File: src/rtl/ccff_bitstream_loader_if.sv
// Byte-wide configuration handshake between the bitstream source and the loader.
interface ccff_bitstream_loader_if;
  logic [7:0] cfg_data;
  logic       cfg_valid;
  logic       cfg_ready;

  modport master (output cfg_data, output cfg_valid, input cfg_ready);
  modport slave  (input cfg_data, input cfg_valid, output cfg_ready);
endinterface

File: src/rtl/ccff_bitstream_loader.sv
// Serialises configuration bytes MSB-first into the ccff chain head and packs
// the bits leaving the chain tail back into readback bytes.
module ccff_bitstream_loader #(
  parameter int CHAIN_LEN = 80,
  parameter int CNT_W     = $clog2(CHAIN_LEN + 1)
) (
  input  logic                          prog_clk,
  input  logic                          prog_reset,
  input  logic                          start,
  ccff_bitstream_loader_if.slave        cfg,
  output logic                          ccff_head,
  output logic                          ccff_shift_en,
  input  logic                          ccff_tail,
  output logic [7:0]                    rb_data,
  output logic                          rb_valid,
  output logic                          busy,
  output logic                          done
);

  localparam int CMP_W = (CNT_W > 4) ? CNT_W : 4;

  typedef enum logic [1:0] {IDLE = 2'd0, LOAD = 2'd1, DONE = 2'd2} state_t;

  state_t           state_r, state_nxt_s;
  logic [CNT_W-1:0] bits_rem_r, bits_rem_nxt_s;
  logic [3:0]       byte_bits_r, byte_bits_nxt_s;
  logic [7:0]       buf_r, buf_nxt_s;
  logic [7:0]       rb_acc_r, rb_acc_nxt_s;
  logic [3:0]       rb_cnt_r, rb_cnt_nxt_s;
  logic [7:0]       rb_data_r, rb_data_nxt_s;
  logic             rb_valid_r, rb_valid_nxt_s;
  logic             done_r, done_nxt_s;

  logic             shift_s, ready_s, accept_s;
  logic [CMP_W-1:0] rem_w_s, bb_w_s, avail_s;
  logic [7:0]       tail_bit_s, rb_word_s;

  // State register with synchronous reset.
  always_ff @(posedge prog_clk) begin
    if (prog_reset) begin
      state_r     <= IDLE;
      bits_rem_r  <= '0;
      byte_bits_r <= 4'd0;
      buf_r       <= 8'h00;
      rb_acc_r    <= 8'h00;
      rb_cnt_r    <= 4'd0;
      rb_data_r   <= 8'h00;
      rb_valid_r  <= 1'b0;
      done_r      <= 1'b0;
    end else begin
      state_r     <= state_nxt_s;
      bits_rem_r  <= bits_rem_nxt_s;
      byte_bits_r <= byte_bits_nxt_s;
      buf_r       <= buf_nxt_s;
      rb_acc_r    <= rb_acc_nxt_s;
      rb_cnt_r    <= rb_cnt_nxt_s;
      rb_data_r   <= rb_data_nxt_s;
      rb_valid_r  <= rb_valid_nxt_s;
      done_r      <= done_nxt_s;
    end
  end

  // Next-state, byte buffer and readback packing.
  always_comb begin
    rem_w_s    = CMP_W'(bits_rem_r);
    bb_w_s     = CMP_W'(byte_bits_r);
    shift_s    = (state_r == LOAD) && (byte_bits_r != 4'd0);
    // Refill while the last buffered bit is still shifting so bytes stream without a bubble.
    ready_s    = (state_r == LOAD) && (byte_bits_r <= 4'd1) && (rem_w_s > bb_w_s);
    accept_s   = ready_s && cfg.cfg_valid;
    avail_s    = (byte_bits_r == 4'd1) ? (rem_w_s - CMP_W'(1)) : rem_w_s;
    tail_bit_s = {7'd0, ccff_tail} << (3'd7 - rb_cnt_r[2:0]);
    rb_word_s  = rb_acc_r | tail_bit_s;

    state_nxt_s     = state_r;
    bits_rem_nxt_s  = bits_rem_r;
    byte_bits_nxt_s = byte_bits_r;
    buf_nxt_s       = buf_r;
    rb_acc_nxt_s    = rb_acc_r;
    rb_cnt_nxt_s    = rb_cnt_r;
    rb_data_nxt_s   = rb_data_r;
    rb_valid_nxt_s  = 1'b0;
    done_nxt_s      = done_r;

    case (state_r)
      IDLE, DONE: begin
        if (start) begin
          state_nxt_s     = LOAD;
          done_nxt_s      = 1'b0;
          bits_rem_nxt_s  = CNT_W'(CHAIN_LEN);
          byte_bits_nxt_s = 4'd0;
          buf_nxt_s       = 8'h00;
          rb_acc_nxt_s    = 8'h00;
          rb_cnt_nxt_s    = 4'd0;
        end else begin
          state_nxt_s = state_r;
        end
      end
      LOAD: begin
        if (shift_s) begin
          buf_nxt_s       = {buf_r[6:0], 1'b0};
          byte_bits_nxt_s = byte_bits_r - 4'd1;
          bits_rem_nxt_s  = bits_rem_r - CNT_W'(1);
          if ((rb_cnt_r == 4'd7) || (bits_rem_r == CNT_W'(1))) begin
            rb_data_nxt_s  = rb_word_s;
            rb_valid_nxt_s = 1'b1;
            rb_acc_nxt_s   = 8'h00;
            rb_cnt_nxt_s   = 4'd0;
          end else begin
            rb_acc_nxt_s   = rb_word_s;
            rb_cnt_nxt_s   = rb_cnt_r + 4'd1;
          end
          if (bits_rem_r == CNT_W'(1)) begin
            state_nxt_s = DONE;
            done_nxt_s  = 1'b1;
          end else begin
            state_nxt_s = LOAD;
          end
        end else begin
          state_nxt_s = LOAD;
        end
        // A short final byte keeps only its top bits; the rest never reach the chain.
        if (accept_s) begin
          buf_nxt_s       = cfg.cfg_data;
          byte_bits_nxt_s = (avail_s >= CMP_W'(8)) ? 4'd8 : avail_s[3:0];
        end else begin
          buf_nxt_s = buf_nxt_s;
        end
      end
      default: begin
        state_nxt_s = IDLE;
      end
    endcase
  end

  assign cfg.cfg_ready   = ready_s;
  assign ccff_shift_en   = shift_s;
  assign ccff_head       = shift_s & buf_r[7];
  assign rb_data         = rb_data_r;
  assign rb_valid        = rb_valid_r;
  assign busy            = (state_r == LOAD);
  assign done            = done_r;

endmodule

File: src/flat_wrapper.sv
// flat-port wrapper written by rule: the top's interface ports become plain ports
module ccff_bitstream_loader_flat 
#(
  parameter int CHAIN_LEN = 80,
  parameter int CNT_W     = $clog2(CHAIN_LEN + 1)
)
  (prog_clk, prog_reset, start, ccff_head, ccff_shift_en, ccff_tail, rb_data, rb_valid, busy, done, cfg_cfg_data, cfg_cfg_valid, cfg_cfg_ready);
  ccff_bitstream_loader_if cfg_i ();
  input  logic prog_clk;
  input  logic prog_reset;
  input  logic start;
  output logic ccff_head;
  output logic ccff_shift_en;
  input  logic ccff_tail;
  output logic [7:0] rb_data;
  output logic rb_valid;
  output logic busy;
  output logic done;
  input wire logic [$bits(cfg_i.cfg_data)-1:0] cfg_cfg_data;
  input wire logic [$bits(cfg_i.cfg_valid)-1:0] cfg_cfg_valid;
  output wire logic [$bits(cfg_i.cfg_ready)-1:0] cfg_cfg_ready;
  assign cfg_i.cfg_data = cfg_cfg_data;
  assign cfg_i.cfg_valid = cfg_cfg_valid;
  assign cfg_cfg_ready = cfg_i.cfg_ready;
  ccff_bitstream_loader #(.CHAIN_LEN(CHAIN_LEN), .CNT_W(CNT_W)) u_core (.prog_clk(prog_clk), .prog_reset(prog_reset), .start(start), .cfg(cfg_i), .ccff_head(ccff_head), .ccff_shift_en(ccff_shift_en), .ccff_tail(ccff_tail), .rb_data(rb_data), .rb_valid(rb_valid), .busy(busy), .done(done));
endmodule
File: config.mk
export PLATFORM = sky130hd
export DESIGN_NAME = ccff_bitstream_loader_flat
export DESIGN_NICKNAME = d
export VERILOG_FILES = /design/src/rtl/ccff_bitstream_loader_if.sv /design/src/rtl/ccff_bitstream_loader.sv /design/src/flat_wrapper.sv
export SDC_FILE = /design/constraint.sdc
export NUM_CORES = 1
export LEC_CHECK = 0
export BUFFER_PORTS_ARGS = -buffer_cell sky130_fd_sc_hd__buf_2
export CORE_MARGIN = 4
export CORE_UTILIZATION = 49
export DETAILED_ROUTE_END_ITERATION = 10
export PLACE_DENSITY = 0.69
export SETUP_SLACK_MARGIN = 0.15
export SLEW_MARGIN = 15
export SYNTH_ARGS = -nofsm -noshare
export SYNTH_HDL_FRONTEND = slang
export SYNTH_SLANG_ARGS = --single-unit
File: constraint.sdc
create_clock -name prog_clk -period 6 [get_ports prog_clk]
set_clock_uncertainty 0.1 [all_clocks]
set_input_delay 0.6 -clock prog_clk [delete_from_list [all_inputs] [get_ports prog_clk]]
set_output_delay 0.6 -clock prog_clk [all_outputs]
set_load 0.01 [all_outputs]
==> Flow_metrics.wiki, run 1 <==
{| class="wikitable"
! Metric !! Value
|-
| Area share of xor/xnor cells in the synthesized design || 1.924%
|-
| # rows || 24
|-
| Cells along the critical path || inv_1 -> ha_1 -> a21oi_1 -> o2111ai_1 -> nor3b_1 -> buf_2
|-
| Count of buffering cells on the critical path with inverters included || 2
|-
| Pwr dens || 488.2 nW/um2
|-
| Final-layout setup total negative slack || 0 ps
|-
| Area fraction in compound gates after synthesis || 23.69%
|-
| Die height || 76.15 um
|-
| DP Worst Slack || 3043 ps
|-
| Iter 0 DRT Violations || 137
|-
| Worst Path Required || 5300 ps
|-
| Total iterations of the first detailed-routing run || 4
|-
| CTS tree || built
|-
| Core Footprint || 4414 um2
|-
| Nets in the synthesized netlist || 289
|-
| Setup repair after global routing missed its margin || false
|-
| Master cell of the clock root buffer || clkbuf_8
|-
| Clock transition at path regs || 80 ps
|-
| Signed area change from the synthesized netlist to the final layout || 8.741%
|-
| Number of endpoints failing setup at the final stage || 0
|-
| Area of all placed cells without fillers || 2475 um2
|-
| Layout cells sized above 1 || 18.60%
|-
| First-pass GRT wire length || 8328 um
|-
| Endpoint with the worst hold slack || u_core.buf_r[7]$_SDFFE_PP0P_
|-
| Clock Sinks || 43
|-
| Reg2reg setup slack || 2920 ps
|-
| Worst setup SP type || flop
|-
| Total via count in the routed design || 1958
|-
| Simple-gate area share of the yosys netlist || 25.07%
|-
| Achievable frequency || 0.3154 GHz
|-
| Post-Syn Instances || 266
|-
| Portion of the post-synthesis area used by sequential elements || 37.82%
|-
| Post-synth design cell area || 2276 um2
|-
| Count of H-tree levels built during CTS || 2
|-
| Rel. slew slack || 30.84%
|-
| Port Buffers || 26
|-
| Via count of the first global-routing pass || 1780
|-
| IO Count || 27
|-
| Maximum Capacitance Violations || 0
|-
| CTS-repair resized insts || 0
|-
| Capture point of the worst reg-to-reg path || u_core.byte_bits_r[3]$_SDFFE_PP0P_
|-
| Standard cell with the maximum stage delay on the critical path || nor3b_1
|-
| Weighted congestion reported at the end of routability-driven placement || 0.8361
|-
| Most frequent standard cell in the layout excluding fill and tap cells || dfxtp_1
|-
| #FFs+latches synth || 43
|-
| DP Cell Count || 329
|-
| Placed instance area || 2390 um2
|-
| Fraction of synthesized area in multiplexers || 0.4398%
|-
| Worst R2R Path Depth || 8
|-
| Hold Path Origin || u_core.buf_r[7]$_SDFFE_PP0P_
|-
| Post-Synth Adder-Cell Area || 5.498%
|-
| Dominant combinational cell family by area after synthesis || simple AND/OR/NAND/NOR gates
|-
| Async set-reset flop share out of synthesis || 0%
|-
| Worst slew pin tran || 1035 ps
|-
| Final hold violation count || 0
|-
| Commonest non-fill, non-tap cells in the layout || dfxtp_1 (43), nor2_1 (32), buf_2 (26), a21oi_1 (18), nand2_1 (15)
|-
| Clock Latency Late Sink || 300 ps
|-
| Cell type group with the largest total delay on the critical path || simple AND/OR/NAND/NOR gates
|-
| Final worst slack || 2830 ps
|-
| Non-filler instance count after layout || 337
|-
| Slowest Stage Delay on Critical Path || 860 ps
|-
| Initial core utilization || 51.56%
|-
| Crit path DAT || 2470 ps
|-
| Count of pins over their slew limit || 0
|-
| Detailed-route wire length per cell || 14.48 um
|-
| Global-route total usage across every layer || 17.18%
|-
| DRC violations left || 0
|-
| Outcome || finished clean
|-
| Die outline width || 76.15 um
|-
| Total Wirelength || 4880 um
|-
| HPWL reported at the end of detailed placement || 3425 um
|-
| CTS Buffer Depth || 2
|-
| VDD IR max || 0.1882 mV
|-
| Vias per Instance || 5.810
|-
| Critical path capture point type || output pin
|-
| Largest net degree at the start of global routing || 34
|-
| Count of filler cells inserted in the layout || 412
|-
| Post-Syn Area per Cell || 8.556 um2
|-
| Number of buffers inserted by hold repair at cts || 0
|-
| Hold Path Class || flop to flop
|-
| Fin crit period || 3170 ps
|-
| Category of the critical setup timing path || flop to output pin
|-
| Leakage Power || 0.9872 nW
|-
| Dominant synthesized flop cell || dfxtp_1
|-
| Cell variety after synth || 56
|-
| Diodes inserted || 0
|-
| Post-CTS Setup Bufs || 0
|-
| Antenna violations before repair || 0
|-
| Maximum net fanout on the critical path || 11
|-
| Num CTS Buffers || 5
|-
| EDFF count, synth || 0
|-
| GRT overflow || 0
|-
| Die Outline Area || 5799 um2
|-
| Hold path cells || 1
|-
| Power Total || 0.001208 W
|-
| Reg-to-reg startpoint || u_core.byte_bits_r[2]$_SDFFE_PP0P_
|-
| Antenna Violating Nets Remaining || 0
|-
| Number of warnings reported in the yosys synthesis log || 0
|-
| Final net count || 307
|-
| Fin crit share || 52.84%
|}
==> where the power goes <==
group	internal, W	leakage, nW	switching [W]
logic	0.000236	0.598	0.000406
registers	0.000331	0.348	0.0000540
clock network	0.0000814	0.0412	0.0000999
==> area by class of cell <==
class                      instances  area (um2)  area share (%)
clock buffer                       6       72.57           2.932
clock inverter                     2       12.51          0.5056
inverter                          12       45.04           1.820
multi-input combinational        196        1289           52.07
sequential                        43       860.8           34.78
tap                               52       65.06           2.629
timing repair buffer              26       130.1           5.258
==> synthesized netlist by cell type (3+ instances only) <==
cell type | instances | area (um2)
dfxtp_1 | 43 | 860.8
nor2_1 | 32 | 120.1
a21oi_1 | 18 | 90.09
nand2_1 | 15 | 56.30
nor3_1 | 13 | 65.06
clkbuf_1 | 12 | 45.04
a31oi_1 | 10 | 62.56
ha_1 | 10 | 125.1
inv_1 | 10 | 37.54
and3_1 | 7 | 43.79
o21ai_0 | 7 | 35.03
o2bb2ai_1 | 7 | 61.31
and2_1 | 6 | 37.54
nand3_1 | 6 | 30.03
a211oi_1 | 4 | 30.03
a21o_1 | 4 | 30.03
a22oi_2 | 4 | 50.05
nand4_1 | 4 | 25.02
nor3b_1 | 3 | 22.52
nor4_1 | 3 | 18.77
xnor2_1 | 3 | 26.28
==> stage by stage <==
step	util (%)	hold WS [ps]
after floorplan	-	324.2
after global placement	54.14	339.3
after detailed placement	54.14	340.0
after CTS	56.07	363.9
after global routing	56.07	383.6
final	56.07	358.1
==> flip-flops by register name, summed over array words and instances, names as in the netlist <==
name	cells
u_core.buf_r	8
u_core.rb_acc_r	8
u_core.rb_data	8
u_core.bits_rem_r	7
u_core.byte_bits_r	4
u_core.rb_cnt_r	4
u_core.state_r	2
u_core.done	1
u_core.rb_valid	1
==> worst reg2reg max path, stage by stage (launching register included) <==
cell,delay [ps]
dfxtp_1,390
inv_1,70
ha_1,320
a21oi_1,70
o2111ai_1,180
nor3b_1,860
nand2_1,500
nor4_1,380
o21a_1,160
==> worst max-delay path by stage <==
stage,startpoint,end,slack (ps),depth (start not counted)
after floorplan,u_core.byte_bits_r[1]$_SDFFE_PP0P_,u_core.byte_bits_r[1]$_SDFFE_PP0P_,3850,9
after global placement,u_core.byte_bits_r[2]$_SDFFE_PP0P_,u_core.byte_bits_r[3]$_SDFFE_PP0P_,3210,8
after detailed placement,u_core.byte_bits_r[2]$_SDFFE_PP0P_,u_core.byte_bits_r[3]$_SDFFE_PP0P_,3040,8
after CTS,u_core.byte_bits_r[2]$_SDFFE_PP0P_,cfg_cfg_ready,2900,6
after global routing,u_core.byte_bits_r[2]$_SDFFE_PP0P_,u_core.byte_bits_r[3]$_SDFFE_PP0P_,2610,8
final,u_core.byte_bits_r[2]$_SDFFE_PP0P_,cfg_cfg_ready,2830,6
==> cell families (layout without fill, tap and decap cells) <==
family | Yosys count | count (layout)
compound gates | 73 | 73
xor+xnor | 5 | 5
fa+ha+maj | 10 | 10
buf+inv | 27 | 46
flops | 43 | 43
mux | 1 | 1
simple gates | 107 | 107
==> per-layer routing <==
layer / global-route usage, % / vias to the layer above / wire, um
met5: 0 / - / 0
met4: 5.420 / 0 / 54
met3: 5.083 / 4 / 206
met2: 25.68 / 36 / 2156
met1: 23.67 / 914 / 2462
li1: - / 1004 / -
(Power assumes the default switching activity.)
==> inputs of run 2 (changes only) <==
--- a/config.mk
+++ b/config.mk
@@ -5,11 +5,12 @@
 export SDC_FILE = /design/constraint.sdc
 export NUM_CORES = 1
 export LEC_CHECK = 0
+export ABC_AREA = 1
 export BUFFER_PORTS_ARGS = -buffer_cell sky130_fd_sc_hd__buf_2
 export CORE_MARGIN = 4
 export CORE_UTILIZATION = 49
 export DETAILED_ROUTE_END_ITERATION = 10
-export PLACE_DENSITY = 0.69
+export PLACE_DENSITY = 0.71
 export SETUP_SLACK_MARGIN = 0.15
 export SLEW_MARGIN = 15
 export SYNTH_ARGS = -nofsm -noshare
==> constraint.sdc (replaced) <==
create_clock -name prog_clk -period 2.7 [get_ports prog_clk]
set_clock_uncertainty 0.1 [all_clocks]
set_input_delay 0.27 -clock prog_clk [delete_from_list [all_inputs] [get_ports prog_clk]]
set_output_delay 0.27 -clock prog_clk [all_outputs]
set_load 0.01 [all_outputs]
==> Flow_metrics.wiki, run 2 <==
{| class="wikitable"
! Metric !! Value
|-
| Async set-reset flop share out of synthesis || 0% (unchanged)
|-
| Port Buffers || 26 (unchanged)
|-
| Global-route total usage across every layer || 17.95% (+0.77 points)
|-
| Fin crit share || 82.49%
|-
| IO Count || 27 (unchanged)
|-
| Final net count || 371 (+21%)
|-
| Clock Sinks || 43 (unchanged)
|-
| Signed area change from the synthesized netlist to the final layout || 10.87%
|-
| Most area-consuming cells after synthesis || dfxtp_1 (37%), nand2_1 (17%), a21oi_1 (6.7%)
|-
| EDFF count, synth || 0 (unchanged)
|-
| Post-CTS Setup Bufs || 0 (unchanged)
|-
| Crit path DAT || 1860 ps (-610 ps)
|-
| Maximum net fanout on the critical path || 9 (-2)
|-
| Dominant cell type by area after synthesis || dfxtp_1
|-
| Count of pins over their slew limit || 0 (unchanged)
|-
| Weighted congestion reported at the end of routability-driven placement || 0.8617 (+3.1%)
|-
| Clock transition at path regs || 90 ps (about the same)
|-
| Slowest Stage Delay on Critical Path || 420 ps (-440 ps)
|-
| Core Footprint || 4474 um2 (+1.4%)
|-
| #FFs+latches synth || 43 (unchanged)
|-
| Final-layout setup total negative slack || 0 ps (unchanged)
|-
| CTS-repair resized insts || 0 (unchanged)
|-
| # rows || 24 (unchanged)
|-
| Dominant synthesized flop cell || dfxtp_1
|-
| Layout cells sized above 1 || 17.48% (-1.1 points)
|-
| Antenna Violating Nets Remaining || 0 (unchanged)
|-
| Antenna violations before repair || 0 (unchanged)
|-
| DRC violations left || 0 (unchanged)
|-
| Total Wirelength || 4976 um (+2.0%)
|-
| Maximum Capacitance Violations || 0 (unchanged)
|-
| First-pass GRT wire length || 8935 um (+7.3%)
|-
| Fin crit period || 2227 ps
|-
| Die outline width || 76.88 um (+0.96%)
|-
| Detailed-route wire length per cell || 12.41 um (-14%)
|-
| Diodes inserted || 0 (unchanged)
|-
| Iter 0 DRT Violations || 74 (-46%)
|-
| Worst slew pin tran || 545.7 ps (-489.5 ps)
|-
| DP Cell Count || 393 (+19%)
|-
| Power Total || 0.001579 W (+31%)
|-
| CTS tree || built
|-
| VDD IR max || 0.2547 mV (+35%)
|-
| Via count of the first global-routing pass || 2033 (+14%)
|-
| Cell type group with the largest total delay on the critical path || buffers and inverters
|-
| Number of warnings reported in the yosys synthesis log || 0 (unchanged)
|-
| Pwr dens || 612.6 nW/um2 (+25%)
|-
| GRT overflow || 0 (unchanged)
|-
| Final hold violation count || 0 (unchanged)
|-
| Master cell of the clock root buffer || clkbuf_8
|-
| Total iterations of the first detailed-routing run || 4 (unchanged)
|-
| Vias per Instance || 5.115 (-12%)
|-
| Most used standard cell by instance count after synthesis || nand2_1
|-
| Die Outline Area || 5911 um2 (+1.9%)
|-
| Hold Path Class || primary input to flop
|-
| Initial core utilization || 51.96% (+0.40 points)
|-
| Area fraction of the dominant cell type after synthesis || 37.03% (-0.79 points)
|-
| Count of buffering cells on the critical path with inverters included || 4 (+2)
|-
| Cell variety after synth || 36 (-36%)
|-
| Cells along the critical path || inv_1 -> ha_1 -> nand3_2 -> inv_2 -> nor2_4 -> nand2_4 -> inv_1 -> buf_2
|-
| Cell repeated most along the worst path || inv_1
|-
| Count of H-tree levels built during CTS || 2 (unchanged)
|-
| Total via count in the routed design || 2051 (+4.7%)
|-
| Leakage Power || 1.109 nW (+12%)
|-
| Worst setup SP type || flop
|-
| Critical path capture point type || output pin
|-
| Number of buffers inserted by hold repair at cts || 0 (unchanged)
|-
| Reg2reg setup slack || 490 ps (-2430 ps)
|-
| Clock Latency Late Sink || 290 ps (about the same)
|-
| Num CTS Buffers || 5 (unchanged)
|-
| Outcome || finished clean
|-
| Nets in the synthesized netlist || 347 (+20%)
|-
| Largest net degree at the start of global routing || 27 (-21%)
|-
| HPWL reported at the end of detailed placement || 3577 um (+4.4%)
|-
| Post-Syn Instances || 324 (+22%)
|-
| Post-Syn Area per Cell || 7.175 um2 (-16%)
|-
| Number of endpoints failing setup at the final stage || 0 (unchanged)
|-
| Die height || 76.88 um (+0.96%)
|-
| Commonest non-fill, non-tap cells in the layout || nand2_1 (105), dfxtp_1 (43), a21oi_1 (31), nor2_1 (27), buf_2 (26)
|-
| Most frequent standard cell in the layout excluding fill and tap cells || nand2_1
|-
| Non-filler instance count after layout || 401 (+19%)
|-
| CTS Buffer Depth || 2 (unchanged)
|-
| Standard cell with the maximum stage delay on the critical path || dfxtp_1
|-
| Setup repair after global routing missed its margin || false
|-
| Rel. slew slack || 63.62% (+33 points)
|-
| Ranking of synthesized cells by instance count || nand2_1 (105), dfxtp_1 (43), a21oi_1 (31)
|-
| Worst Path Required || 2330 ps (-2970 ps)
|-
| Post-synth design cell area || 2325 um2 (+2.1%)
|-
| Achievable frequency || 0.4490 GHz
|-
| Category of the critical setup timing path || flop to output pin
|-
| Portion of the post-synthesis area used by sequential elements || 37.03% (-0.79 points)
|}
run 2: cell count changes after synthesis, sizes merged, moves of 8 or more:
cell    delta
a21oi     +18
a31oi      -8
and3       -8
clkbuf     -8
inv       +19
nand2     +91
nand3     +10
nor3      -11
o21bai     +8
run 2: path summary, 6_finish.rpt:
| check | cells past startpoint | startpoint | end |
|---|---|---|---|
| min | 3 | cfg_cfg_data[0] | u_core.buf_r[0]$_SDFFE_PP0P_ |
| max reg2reg | 9 | u_core.bits_rem_r[0]$_SDFFE_PP0P_ | u_core.byte_bits_r[0]$_SDFFE_PP0P_ |
| min reg2reg | 2 | u_core.rb_acc_r[2]$_SDFFE_PP0P_ | u_core.rb_acc_r[2]$_SDFFE_PP0P_ |
| max | 8 | u_core.byte_bits_r[0]$_SDFFE_PP0P_ | ccff_shift_en |
run 2: routing by layer:
metal | global-route usage (%) | wire [um] | up-vias
li1 | - | - | 1093
met1 | 23.97 | 2557 | 929
met2 | 29.79 | 2250 | 24
met3 | 3.044 | 120 | 5
met4 | 4.891 | 48 | 0
met5 | 0 | 0 | -
run 2: kinds of logic (layout without fill, tap and decap cells):
logic type | count (synthesis) | in the layout | share of synthesized area [%]
simple gates | 161 | 161 | 31.54
flops | 43 | 43 | 37.03
buf+inv | 39 | 64 | 7.320
fa+ha+maj | 10 | 10 | 5.382
mux | 1 | 1 | 0.4844
compound gates | 67 | 67 | 17.12
xor+xnor | 3 | 3 | 1.130
run 2: where the power goes:
part           switching [W]  internal [W]  leakage [nW]
clock               0.000224      0.000276        0.0581
combinational       0.000261      0.000129         0.702
sequential         0.0000283      0.000661         0.348
run 2: layout make-up:
class	instances	area [um2]
tap	52	65.06
clock buffer	5	68.82
timing repair buffer	26	130.1
sequential	43	860.8
fill	469	1897
multi-input combinational	242	1294
clock inverter	3	43.79
inverter	30	115.1
run 2: worst reg2reg max path: stages, from the launching register on:
cell      delay (ps)
dfxtp_1          340
clkinv_1         220
ha_1             350
nand2_1           70
nor2_1            40
nand2_1          130
nand4_4          250
a21oi_4          400
nand3_1          120
a21oi_1          140
run 2: stage by stage:
step	instance area [um2]	util, %	hold WS [ps]	worst slack [ps]
6_report	2577	57.61	119.4	472.7
3_3_place_gp	2465	55.09	344.8	580.4
3_5_place_dp	2465	55.09	356.5	494.7
5_1_grt	2577	57.61	122.9	251.3
4_1_cts	2577	57.61	115.3	482.9
2_1_floorplan	2325	-	317.2	883.4
